**src/rtl/platform_pkg.sv**
```systemverilog
// Shared constants and types for the platform kinematics slice:
// anchor geometry, fixed-point formats and the rotator FSM states.
package platform_pkg;

  localparam int unsigned R_FRAC    = 14;
  localparam int unsigned P_FRAC    = 4;
  localparam int unsigned R_W       = 16;
  localparam int unsigned P_W       = 16;
  localparam int unsigned PROD_W    = R_W + P_W;
  localparam int unsigned SUM_W     = PROD_W + 2;
  localparam int unsigned N_ANCHORS = 3;

  // Anchor points in Q12.4 mm; all lie in the z = 0 plane
  localparam logic signed [P_W-1:0] ANCHOR_X [0:2] = '{16'sd1600, -16'sd800, -16'sd800};
  localparam logic signed [P_W-1:0] ANCHOR_Y [0:2] = '{16'sd0, 16'sd1386, -16'sd1386};
  localparam logic signed [P_W-1:0] ANCHOR_Z [0:2] = '{16'sd0, 16'sd0, 16'sd0};

  typedef enum logic {
    IDLE = 1'b0,
    RUN  = 1'b1
  } state_t;

endpackage

```
**src/rtl/dot3_q14.sv**
```systemverilog
// Combinational 3-term dot product: Q2.14 row times Q12.4 vector,
// floor-shifted back to Q12.4 and saturated to 16 bits.
module dot3_q14
  import platform_pkg::R_W;
  import platform_pkg::P_W;
  import platform_pkg::PROD_W;
  import platform_pkg::SUM_W;
#(
  parameter int unsigned R_FRAC = platform_pkg::R_FRAC
) (
  input  logic signed [R_W-1:0] r0,
  input  logic signed [R_W-1:0] r1,
  input  logic signed [R_W-1:0] r2,
  input  logic signed [P_W-1:0] a0,
  input  logic signed [P_W-1:0] a1,
  input  logic signed [P_W-1:0] a2,
  output logic signed [P_W-1:0] dot_c
);

  localparam logic signed [SUM_W-1:0] SAT_MAX = 34'sd32767;
  localparam logic signed [SUM_W-1:0] SAT_MIN = -34'sd32768;

  logic signed [PROD_W-1:0] p0, p1, p2;
  logic signed [SUM_W-1:0]  sum, shr;

  always_comb begin
    p0  = r0 * a0;
    p1  = r1 * a1;
    p2  = r2 * a2;
    sum = SUM_W'(p0) + SUM_W'(p1) + SUM_W'(p2);
    shr = sum >>> R_FRAC;
    if (shr > SAT_MAX) begin
      dot_c = 16'sh7FFF;
    end else if (shr < SAT_MIN) begin
      dot_c = 16'sh8000;
    end else begin
      dot_c = shr[P_W-1:0];
    end
  end

endmodule

```
**src/rtl/anchor_rotator.sv**
```systemverilog
// Rotates the three platform anchors by a latched 3x3 matrix, one matrix
// row per clock through a single shared dot-product unit.
module anchor_rotator
  import platform_pkg::R_W;
  import platform_pkg::P_W;
  import platform_pkg::ANCHOR_X;
  import platform_pkg::ANCHOR_Y;
  import platform_pkg::ANCHOR_Z;
  import platform_pkg::state_t;
  import platform_pkg::IDLE;
  import platform_pkg::RUN;
#(
  parameter int unsigned R_FRAC = platform_pkg::R_FRAC
) (
  input  logic                  clock,
  input  logic                  reset,
  input  logic                  validIn,
  input  logic signed [R_W-1:0] R11,
  input  logic signed [R_W-1:0] R12,
  input  logic signed [R_W-1:0] R13,
  input  logic signed [R_W-1:0] R21,
  input  logic signed [R_W-1:0] R22,
  input  logic signed [R_W-1:0] R23,
  input  logic signed [R_W-1:0] R31,
  input  logic signed [R_W-1:0] R32,
  input  logic signed [R_W-1:0] R33,
  output logic signed [P_W-1:0] px,
  output logic signed [P_W-1:0] py,
  output logic signed [P_W-1:0] pz,
  output logic [1:0]            anchorIdx,
  output logic                  validOut,
  output logic                  done,
  output logic                  busy,
  output logic                  overrun
);

  state_t state, state_nxt;
  logic [1:0] row, row_nxt;
  logic [1:0] anchor, anchor_nxt;
  logic signed [R_W-1:0] r_q [9];
  logic signed [R_W-1:0] r_nxt [9];

  logic signed [P_W-1:0] px_nxt, py_nxt, pz_nxt;
  logic [1:0]            idx_nxt;
  logic                  valid_nxt, done_nxt, busy_nxt, overrun_nxt;

  logic signed [R_W-1:0] ra0, ra1, ra2;
  logic signed [P_W-1:0] aa0, aa1, aa2;
  logic signed [P_W-1:0] dot;

  // Row select from the latched matrix
  always_comb begin
    ra0 = r_q[0];
    ra1 = r_q[1];
    ra2 = r_q[2];
    case (row)
      2'd1: begin
        ra0 = r_q[3];
        ra1 = r_q[4];
        ra2 = r_q[5];
      end
      2'd2: begin
        ra0 = r_q[6];
        ra1 = r_q[7];
        ra2 = r_q[8];
      end
      default: ;
    endcase
  end

  // Anchor select
  always_comb begin
    aa0 = ANCHOR_X[0];
    aa1 = ANCHOR_Y[0];
    aa2 = ANCHOR_Z[0];
    case (anchor)
      2'd1: begin
        aa0 = ANCHOR_X[1];
        aa1 = ANCHOR_Y[1];
        aa2 = ANCHOR_Z[1];
      end
      2'd2: begin
        aa0 = ANCHOR_X[2];
        aa1 = ANCHOR_Y[2];
        aa2 = ANCHOR_Z[2];
      end
      default: ;
    endcase
  end

  dot3_q14 #(.R_FRAC(R_FRAC)) u_dot (
    .r0    (ra0),
    .r1    (ra1),
    .r2    (ra2),
    .a0    (aa0),
    .a1    (aa1),
    .a2    (aa2),
    .dot_c (dot)
  );

  // Next-state and output logic
  always_comb begin
    state_nxt   = state;
    row_nxt     = row;
    anchor_nxt  = anchor;
    r_nxt       = r_q;
    px_nxt      = px;
    py_nxt      = py;
    pz_nxt      = pz;
    idx_nxt     = anchorIdx;
    valid_nxt   = 1'b0;
    done_nxt    = 1'b0;
    busy_nxt    = busy;
    overrun_nxt = overrun;
    case (state)
      IDLE: begin
        if (validIn) begin
          r_nxt      = '{R11, R12, R13, R21, R22, R23, R31, R32, R33};
          busy_nxt   = 1'b1;
          row_nxt    = 2'd0;
          anchor_nxt = 2'd0;
          state_nxt  = RUN;
        end
      end
      RUN: begin
        if (validIn) overrun_nxt = 1'b1;
        case (row)
          2'd0:    px_nxt = dot;
          2'd1:    py_nxt = dot;
          default: pz_nxt = dot;
        endcase
        if (row == 2'd2) begin
          valid_nxt = 1'b1;
          idx_nxt   = anchor;
          row_nxt   = 2'd0;
          if (anchor == 2'd2) begin
            done_nxt   = 1'b1;
            busy_nxt   = 1'b0;
            anchor_nxt = 2'd0;
            state_nxt  = IDLE;
          end else begin
            anchor_nxt = anchor + 2'd1;
          end
        end else begin
          row_nxt = row + 2'd1;
        end
      end
      default: state_nxt = IDLE;
    endcase
  end

  always_ff @(posedge clock) begin
    if (!reset) begin
      state     <= IDLE;
      row       <= 2'd0;
      anchor    <= 2'd0;
      r_q       <= '{default: '0};
      px        <= '0;
      py        <= '0;
      pz        <= '0;
      anchorIdx <= 2'd0;
      validOut  <= 1'b0;
      done      <= 1'b0;
      busy      <= 1'b0;
      overrun   <= 1'b0;
    end else begin
      state     <= state_nxt;
      row       <= row_nxt;
      anchor    <= anchor_nxt;
      r_q       <= r_nxt;
      px        <= px_nxt;
      py        <= py_nxt;
      pz        <= pz_nxt;
      anchorIdx <= idx_nxt;
      validOut  <= valid_nxt;
      done      <= done_nxt;
      busy      <= busy_nxt;
      overrun   <= overrun_nxt;
    end
  end

endmodule

```
**config.mk**
```make
export PLATFORM = sky130hd
export DESIGN_NAME = anchor_rotator
export DESIGN_NICKNAME = d
export VERILOG_FILES = /design/src/rtl/platform_pkg.sv /design/src/rtl/dot3_q14.sv /design/src/rtl/anchor_rotator.sv
export SDC_FILE = /design/constraint.sdc
export NUM_CORES = 1
export LEC_CHECK = 0
export BUFFER_PORTS_ARGS = -buffer_cell sky130_fd_sc_hd__clkbuf_2
export CORE_MARGIN = 4
export CORE_UTILIZATION = 30
export CTS_CLUSTER_DIAMETER = 30
export DETAILED_ROUTE_END_ITERATION = 8
export GPL_TIMING_DRIVEN = 0
export PLACE_DENSITY_LB_ADDON = 0.12
export SLEW_MARGIN = 0
export SYNTH_ARGS = -nofsm -noshare
export SYNTH_HDL_FRONTEND = slang
export SYNTH_HIERARCHICAL = 1
export SYNTH_SLANG_ARGS = --single-unit
```
**constraint.sdc**
```tcl
create_clock -name clock -period 11.9 [get_ports clock]
set_input_delay 2.38 -clock clock [delete_from_list [all_inputs] [get_ports clock]]
set_output_delay 2.38 -clock clock [all_outputs]
set_load 0.01 [all_outputs]
```
# After elaboration in Yosys (flattened, before gate mapping)
# Cells that the tools add are included.
# word_totals
register_bits	155
output_inout_bits	54
elab_cells	68
# op_classes
addsub	3
multipliers	2
n_lt_le_gt_ge	2
n_eq_ne	7
muxes	22
bitwise_logic	2
n_reduce_logical	13
# ops
operator	n
one-hot mux 16 bit (2 select lines)	3
multiplier 16 x 16 -> 32 bit	2
two-way mux 16 bit	3
adder 32 x 32 -> 33 bit	1
> comparator 19 x 16 -> 1 bit (second input constant)	1
< comparator 19 x 16 -> 1 bit (second input constant)	1
AND reduction 2 bit	8
two-way mux 1 bit	8
two-way mux 2 bit	4
one-hot mux 2 bit (2 select lines)	2
AND reduction 3 bit	2
adder 2 x 1 -> 2 bit (second input constant)	2
equality test 2 x 1 -> 1 bit (second input constant)	2
equality test 2 bit (second input constant)	2
inequality test 2 x 1 -> 1 bit (second input constant)	2
one-hot mux 1 bit (2 select lines)	2
OR reduction 2 bit	2
zero test 2 bit	1
inequality test 2 bit (second input constant)	1
inverter 1 bit	2

# Depth between registers and ports, before layout
# Gate-level depths: netlist (run 1).
# depth
ltp_word	8
depth_mapped	39

# Modules after synthesis
# The synthesis (run 1) kept the hierarchy.
# modules_own_cells
module	n_inst	cells_per_inst	area_per_inst_um2
dot3_q14	1	3190	30350.4
anchor_rotator	1	1066	8521.9

# Least setup slack after synthesis (run 1)
# No wires, ideal clock.
# synth_timing
kind	register -> register
start	register row[0]
end	register pz[10]
arrival_ps	9282
slack_ps	2489
path_stages_with_launch	36
path_buffers	5
cell_sequence	dfxtp_1 -> inv_1 -> ha_1 -> clkbuf_1 -> buf_2 -> buf_1 -> a21oi_1 -> clkbuf_1 -> nand2_1 -> fa_1 -> inv_1 -> fa_1 -> inv_1 -> fa_1 -> inv_1 -> fa_1 -> fa_1 -> fa_1 -> fa_1 -> fa_1 -> inv_1 -> fa_1 -> inv_1 -> ha_1 -> a21o_1 -> a21oi_1 -> o21ai_0 -> a31o_2 -> a31oi_4 -> o21bai_1 -> xor2_1 -> o41a_1 -> buf_2 -> a21o_1 -> nand3_1 -> o21ai_0
# synth_via
elab_chain_cells	7
# synth_lines
item	line	rtl
start: declaration	anchor_rotator.sv:38	logic [1:0] row, row_nxt;
start signal: assignment	anchor_rotator.sv:168	row <= row_nxt;
equality test 2 bit / equality test 2 x 1 -> 1 bit (equally long branches)	anchor_rotator.sv:56	case (row)
one-hot mux 16 bit (2 select lines) *	anchor_rotator.sv:56	
named net ra1[15]	anchor_rotator.sv:47	logic signed [R_W-1:0] ra0, ra1, ra2;
multiplier 16 x 16 -> 32 bit *	dot3_q14.sv:28	p1 = r1 * a1;
adder 32 x 32 -> 33 bit *	dot3_q14.sv:30	sum = SUM_W'(p0) + SUM_W'(p1) + SUM_W'(p2);
< comparator 19 x 16 -> 1 bit	dot3_q14.sv:34	end else if (shr < SAT_MIN) begin
two-way mux 16 bit	dot3_q14.sv:34	
two-way mux 16 bit *	dot3_q14.sv:32	if (shr > SAT_MAX) begin
named net dot[10]	anchor_rotator.sv:49	logic signed [P_W-1:0] dot;
end signal: assignment	anchor_rotator.sv:173	pz <= pz_nxt;
end: declaration	anchor_rotator.sv:29	output logic signed [P_W-1:0] pz,
# The timed path passes the listed nets; every way through them passes the cells marked *.
# A chain may end at the register's enable or synchronous reset.

# Worst setup path in the final report (run 1)
# layout_timing
start	register row[0]
end	register py[6]
# layout_via
elab_chain_cells	7
# layout_lines
item	line	rtl
equality test 2 bit / equality test 2 x 1 -> 1 bit (equally long branches)	anchor_rotator.sv:56	
one-hot mux 16 bit (2 select lines) *	anchor_rotator.sv:56	
named net ra1[7]	anchor_rotator.sv:47	
multiplier 16 x 16 -> 32 bit *	dot3_q14.sv:28	
adder 32 x 32 -> 33 bit *	dot3_q14.sv:30	
< comparator 19 x 16 -> 1 bit	dot3_q14.sv:34	
two-way mux 16 bit	dot3_q14.sv:34	
two-way mux 16 bit *	dot3_q14.sv:32	
named net dot[6]	anchor_rotator.sv:49	
end signal: assignment	anchor_rotator.sv:172	py <= py_nxt;
end: declaration	anchor_rotator.sv:28	output logic signed [P_W-1:0] py,
# Marked as above.

==> impl_results.md, run 1 <==
* Outcome: completed
* Crit path buf inv count at 10
* Crit-path most repeated cell: fa_1
* I/O pin cnt at around 200
* Placed Cells incl. Taps at approximately 6,400
* Slowest-stage cell, CP: fa_1
* Headroom to the max-slew limit at 0.107
* Gate Count Post-Synth at 4,256
* Filler instances at ~14,000
* Ranking of synthesized cells by area: fa_1 48%, dfxtp_1 10%, inv_1 10%
* Die H at 368 um
* Die W at 368 um
* Worst r2r src: row[0]$_SDFFE_PN0P_
* Sequential fraction of the synthesis area at 0.105
* Routed Antenna Nets at 0
* WS Path Type: flop to flop
* Post-synth top cells: 1,050 x inv_1, 931 x fa_1, 743 x nand2_1
* Routed met2 length at approximately 60,000 um
* Yosys top cell area share at 0.479
* Max Cap Viol at 0
* Hold WC Path Type: flop to flop
* Nature of the critical path startpoint: flop
* CP delay by family, top: adder cells
* Vias in the first global route at 30,100
* Gpl congestion at approximately 0.81
* Root Driver: clkbuf_16
* Clock Sinks at between 200 and 250
* Port bufs at about 200
* Crit path capture type: flop
* TritonRoute pass-1 iters at 5
* CTS tree: done
* Max H-tree Level at 1
* Nets at between 5,000 and 6,000
* # rows at 131
* Final WL at approximately 120,000 um
* Vias per inst at about 4.3
* Global-route wire length before repair at 193,000 um
* Tmin final at 11.45 ns
* Min-delay src: r_q[115]$_SDFFE_PN0P_
* Clk_skew at roughly 0.02 ns
* CTS clk-pin slew, worst paths at around 0.060 ns
* Core ar. at ~130,000 um2
* Multi-input logic area at between 30,000 and 40,000 um2
* Met3 WL post-DR at between 3000 and 4000 um
* CTS Hold Bufs at 0
* Final Setup Violations at 0
* Crit path arrival time at approximately 12 ns
* HPWL Detailed at 110,000 um
* Worst path required time at between 10 and 15 ns
* ANT cells at 0
* Main flop type after synthesis: dfxtp_1
* Count leader, synth: inv_1
* Highest routed layer: met4
* RSZ-0062 raised after global routing: false
* WL/cell at a little under 20 um
* Number of synthesized flops with an enable pin at 0
* Layout cell share with drive strength beyond 1 at 0.0814
* F_max at 87.3 MHz
* Final Max Tran Viols at 0
* Die area at ~140,000 um2
* Max FO, Critical Path at 10
* Sequential Area at 4060 um2
* Clk buf depth at 3
* Final period utilization at 0.962
* Final Hold Slack at around 0.45 ns
* Least-Margin Pin Slew at ~1.3 ns
* Total GRT Usage at 0.188
* Initial antenna violation count at 9
* Mapped Area at between 30,000 and 40,000 um2
* TNS Setup at 0 ns
* Critical path launch point: row[0]$_SDFFE_PN0P_
* Latest clock arrival within the worst-skew pair at 0.57 ns
* Post-route DRC at 0
* Starting DRC count in detailed routing at around 1,400
* Met1 Wirelength at 60,000 um
* Initial Utilization at 0.303
* Yosys cell types at around 50
* DR vias at 27,400
* Finished Layout Cells at between 6,000 and 7,000
* Number of synthesized register bits at 203
* CTS buffer count at 27
* Area Growth Syn to Fin at 13.5%
* Crit-path max cell delay at between 0.5 and 0.6 ns
* Ys Warns at 6
* Syn Area/Cell at just over 9 um2
* Largest net degree at the start of global routing at 64
* Grt total ovfl at 0
* Async S/R FF share, synth at 0
* Post-synth top area cell: fa_1
* Hold Vio Cnt, Final at 0
## routing by layer
metal  vias up  track usage
met5         -            0
met4         0       0.0146
met3        59       0.0127
met2       351        0.319
met1     14000        0.276
li1      13000            -
## cells in the final DEF, fill, tap and decap left out, types with 3 or more instances in the layout
master and n:
a21boi_0 118, a21boi_1 61, a21o_1 22, a21oi_1 41, a21oi_2 20, a21oi_4 14
a22oi_1 48, and2_1 364, and3_1 3, buf_12 3, buf_2 32, buf_4 13
buf_6 10, bufinv_16 3, clkbuf_1 111, clkbuf_16 27, clkbuf_2 225, clkinv_4 3
clkinvlp_4 5, conb_1 176, dfxtp_1 203, fa_1 931, ha_1 203, inv_1 1050
inv_6 4, nand2_1 743, nand2b_1 22, nand3_1 25, nand4_1 4, nor2_1 65
nor2b_1 24, o21a_1 3, o21ai_0 25, o21ai_1 5, o21bai_1 4, xnor2_1 29
xor2_1 13
## logic make-up after synthesis
logic type      share of synthesized area
xor+xnor                          0.00969
compound gates                     0.0673
fa+ha+maj                           0.546
flops                               0.105
buf+inv                             0.123
other cells                      0.000193
simple gates                        0.149
## layout make-up
| type | count | area share |
|---|---|---|
| Buffer | 186 | 0.0196 |
| Clock buffer | 29 | 0.0157 |
| Clock inverter | 21 | 0.00584 |
| Inverter | 1050 | 0.0893 |
| Multi-Input combinational cell | 2989 | 0.702 |
| Sequential cell | 203 | 0.0921 |
| Tap cell | 1729 | 0.0490 |
| Timing Repair Buffer | 212 | 0.0265 |
## worst min-delay path: stages, from the launching register on
cell	delay, ns
dfxtp_1	0.31
nand2_1	0.05
a21boi_1	0.05
## stage by stage
stage / setup slack [ns] / area, um2 / utilization
2_1_floorplan: 2.49 / 39500 / -
3_3_place_gp: -1.26 / 42700 / 0.333
3_5_place_dp: -1.12 / 42800 / 0.334
4_1_cts: 0.0209 / 43900 / 0.343
5_1_grt: 0.0128 / 44100 / 0.344
6_report: 0.451 / 44100 / 0.344
## final timing paths
check / end / slack [ns] / cells after the start
worst max-delay path: py[6]$_SDFFE_PN0P_ / 0.45 / 34
worst min-delay path: r_q[115]$_SDFFE_PN0P_ / 0.45 / 2
worst max register to register: py[6]$_SDFFE_PN0P_ / 0.45 / 34
worst min register to register: r_q[115]$_SDFFE_PN0P_ / 0.45 / 2
## state kept, by name, indices dropped and copies added, names as in the netlist
name / cells
busy: 1
r_q: 144
state: 1
anchorIdx: 2
overrun: 1
done: 1
py: 16
anchor: 2
px: 16
row: 2
validOut: 1
pz: 16
## repair_timing
action / 4_1_cts / 5_1_grt
pin swaps: 0 / 2
buffers inserted: 2 / 2
setup endpoints to repair: 48 / 45
resized for setup: 40 / 49
Power of run 1 is left out: the tool's default activity adds up to more than one toggle a clock period on the data nets, which glitch-free logic cannot reach.
==> inputs of run 2 (changes only) <==
- clock period: 11.9 -> 10.7 ns (I/O delays scaled with it)
==> impl_results.md, run 2 (synthesis results as in run 1) <==
* TritonRoute pass-1 iters at 5
* Clk_skew at approximately 0.019 ns
* Root Driver: clkbuf_16
* Largest net degree at the start of global routing at between 60 and 70
* Routed Antenna Nets at 0
* Hold Crit Depth at 2
* CTS tree: done
* Final Setup Violations at 0
* Die area at between 100,000 and 150,000 um2
* Max Cap Viol at 0
* Port bufs at 199
* Crit path arrival time at between 10 and 15 ns
* Hold Vio Cnt, Final at 0
* Total GRT Usage at 0.189
* Die H at roughly 370 um
* Final Max Tran Viols at 0
* # rows at around 130
* WL/cell at around 19 um
* Initial antenna violation count at 9
* Outcome: completed
* Nets at around 6,000
* Crit path capture type: flop
* TNS Setup at 0 ns
* Gpl congestion at between 0.8 and 0.9
* Post-route DRC at 0
* Commonest non-fill, non-tap cell in the layout: inv_1
* Layout cell share with drive strength beyond 1 at 0.0938
* CTS clk-pin slew, worst paths at around 0.060 ns
* Slowest-stage cell, CP: fa_1
* Final Hold Slack at ~0.45 ns
* CP delay by family, top: adder cells
* Die W at roughly 370 um
* Clock Sinks at about 200
* Tmin final at slightly above 10 ns
* Clk buf depth at 3
* Hold WC Path Type: flop to flop
* Area Growth Syn to Fin at 14.8%
* Vias per inst at approximately 4.3
* Finished Cell Area at 44,600 um2
* Initial Utilization at 0.303
* F_max at between 90 and 100 MHz
* Final WL at approximately 120,000 um
* DP Area at 42,800 um2
* Crit-path most repeated cell: fa_1
* WS Path Type: flop to flop
* Final period utilization at 0.962
* Global-route wire length before repair at 193,000 um
* Max reg flops at around 140
* Latest clock arrival within the worst-skew pair at ~0.57 ns
* Headroom to the max-slew limit at 0.131
* Nature of the critical path startpoint: flop
* DR vias at 27,500
* Core ar. at approximately 130,000 um2
* HPWL Detailed at ~110,000 um
* CTS buffer count at 27
* Vias in the first global route at about 30,000
* Worst path required time at 11.14 ns
* Post-layout util at 0.348
* Crit-path max cell delay at 0.57 ns
* RSZ-0062 raised after global routing: false
* Grt total ovfl at 0
* Commonest non-fill, non-tap cells in the layout: 1,049 x inv_1, 930 x fa_1, 743 x nand2_1, 364 x and2_1, 218 x clkbuf_2
* Max H-tree Level at 1
* Crit path buf inv count at 13
* Max FO, Critical Path at 10
* Biggest register: r_q
* Reg2reg path depth at 37
* Least-Margin Pin Slew at approximately 1.3 ns
* I/O pin cnt at 201
* Starting DRC count in detailed routing at between 1,000 and 1,500
* WP depth at 37
[run 2: cell count changes in the layout (fill, tap and decap cells not counted), moves of 2 or more]
cell,before,now
a21oi_2,20,4
a21oi_4,14,31
buf_2,32,35
buf_4,13,47
buf_6,10,12
clkbuf_1,111,85
clkbuf_2,225,218
clkbuf_4,0,17
diode_2,0,4
ha_1,203,200
ha_2,1,4
o21ai_4,0,2
[run 2: worst paths after layout]
| kind | startpoint | endpoint | slack, ns |
|---|---|---|---|
| worst max-delay path | row[1]$_SDFFE_PN0P_ | pz[5]$_SDFFE_PN0P_ | 0.41 |
| worst min-delay path | r_q[109]$_SDFFE_PN0P_ | r_q[109]$_SDFFE_PN0P_ | 0.45 |
| worst max register to register | row[1]$_SDFFE_PN0P_ | pz[5]$_SDFFE_PN0P_ | 0.41 |
| worst min register to register | r_q[109]$_SDFFE_PN0P_ | r_q[109]$_SDFFE_PN0P_ | 0.45 |
[run 2: layout make-up]
cell class,count,area (um2)
clock buffer,29,693
buffer,179,926
clock inverter,21,258
inverter,1050,3950
timing repair buffer,243,1420
antenna,4,10.0
tap,1729,2160
sequential,203,4060
fill,13600,83500
multi-input combinational,2989,31200
[run 2: stage by stage]
step | std cells | setup slack, ns
2_1_floorplan | 4430 | 1.29
3_3_place_gp | 6358 | -2.46
3_5_place_dp | 6367 | -2.32
4_1_cts | 6428 | 0.0123
5_1_grt | 6443 | 0.00112
6_report | 6447 | 0.406
[run 2: worst register-to-register path: cells and delay by family (launching register included)]
family,cells,cell delay (ns)
compound gates,10,2.35
simple gates,2,0.22
xor+xnor,1,0.17
fa+ha+maj,11,5.03
flops,1,0.34
buf+inv,13,2.04
[run 2: timing repair]
action	in CTS	in global routing
pin swaps	12	14
hold buffers	0	0
hold endpoints to repair	0	0
gates resized for setup	119	58
endpoints found under the setup margin	48	45
buffers inserted	18	17
[run 2: per-layer routing]
metal	track usage	wire, um	vias up
met2	0.320	60100	343
met3	0.0147	3440	59
met4	0.0153	1100	0
met1	0.275	59900	14100
li1	-	-	13000
met5	0	0	-
Power of run 2 is left out for the same reason.
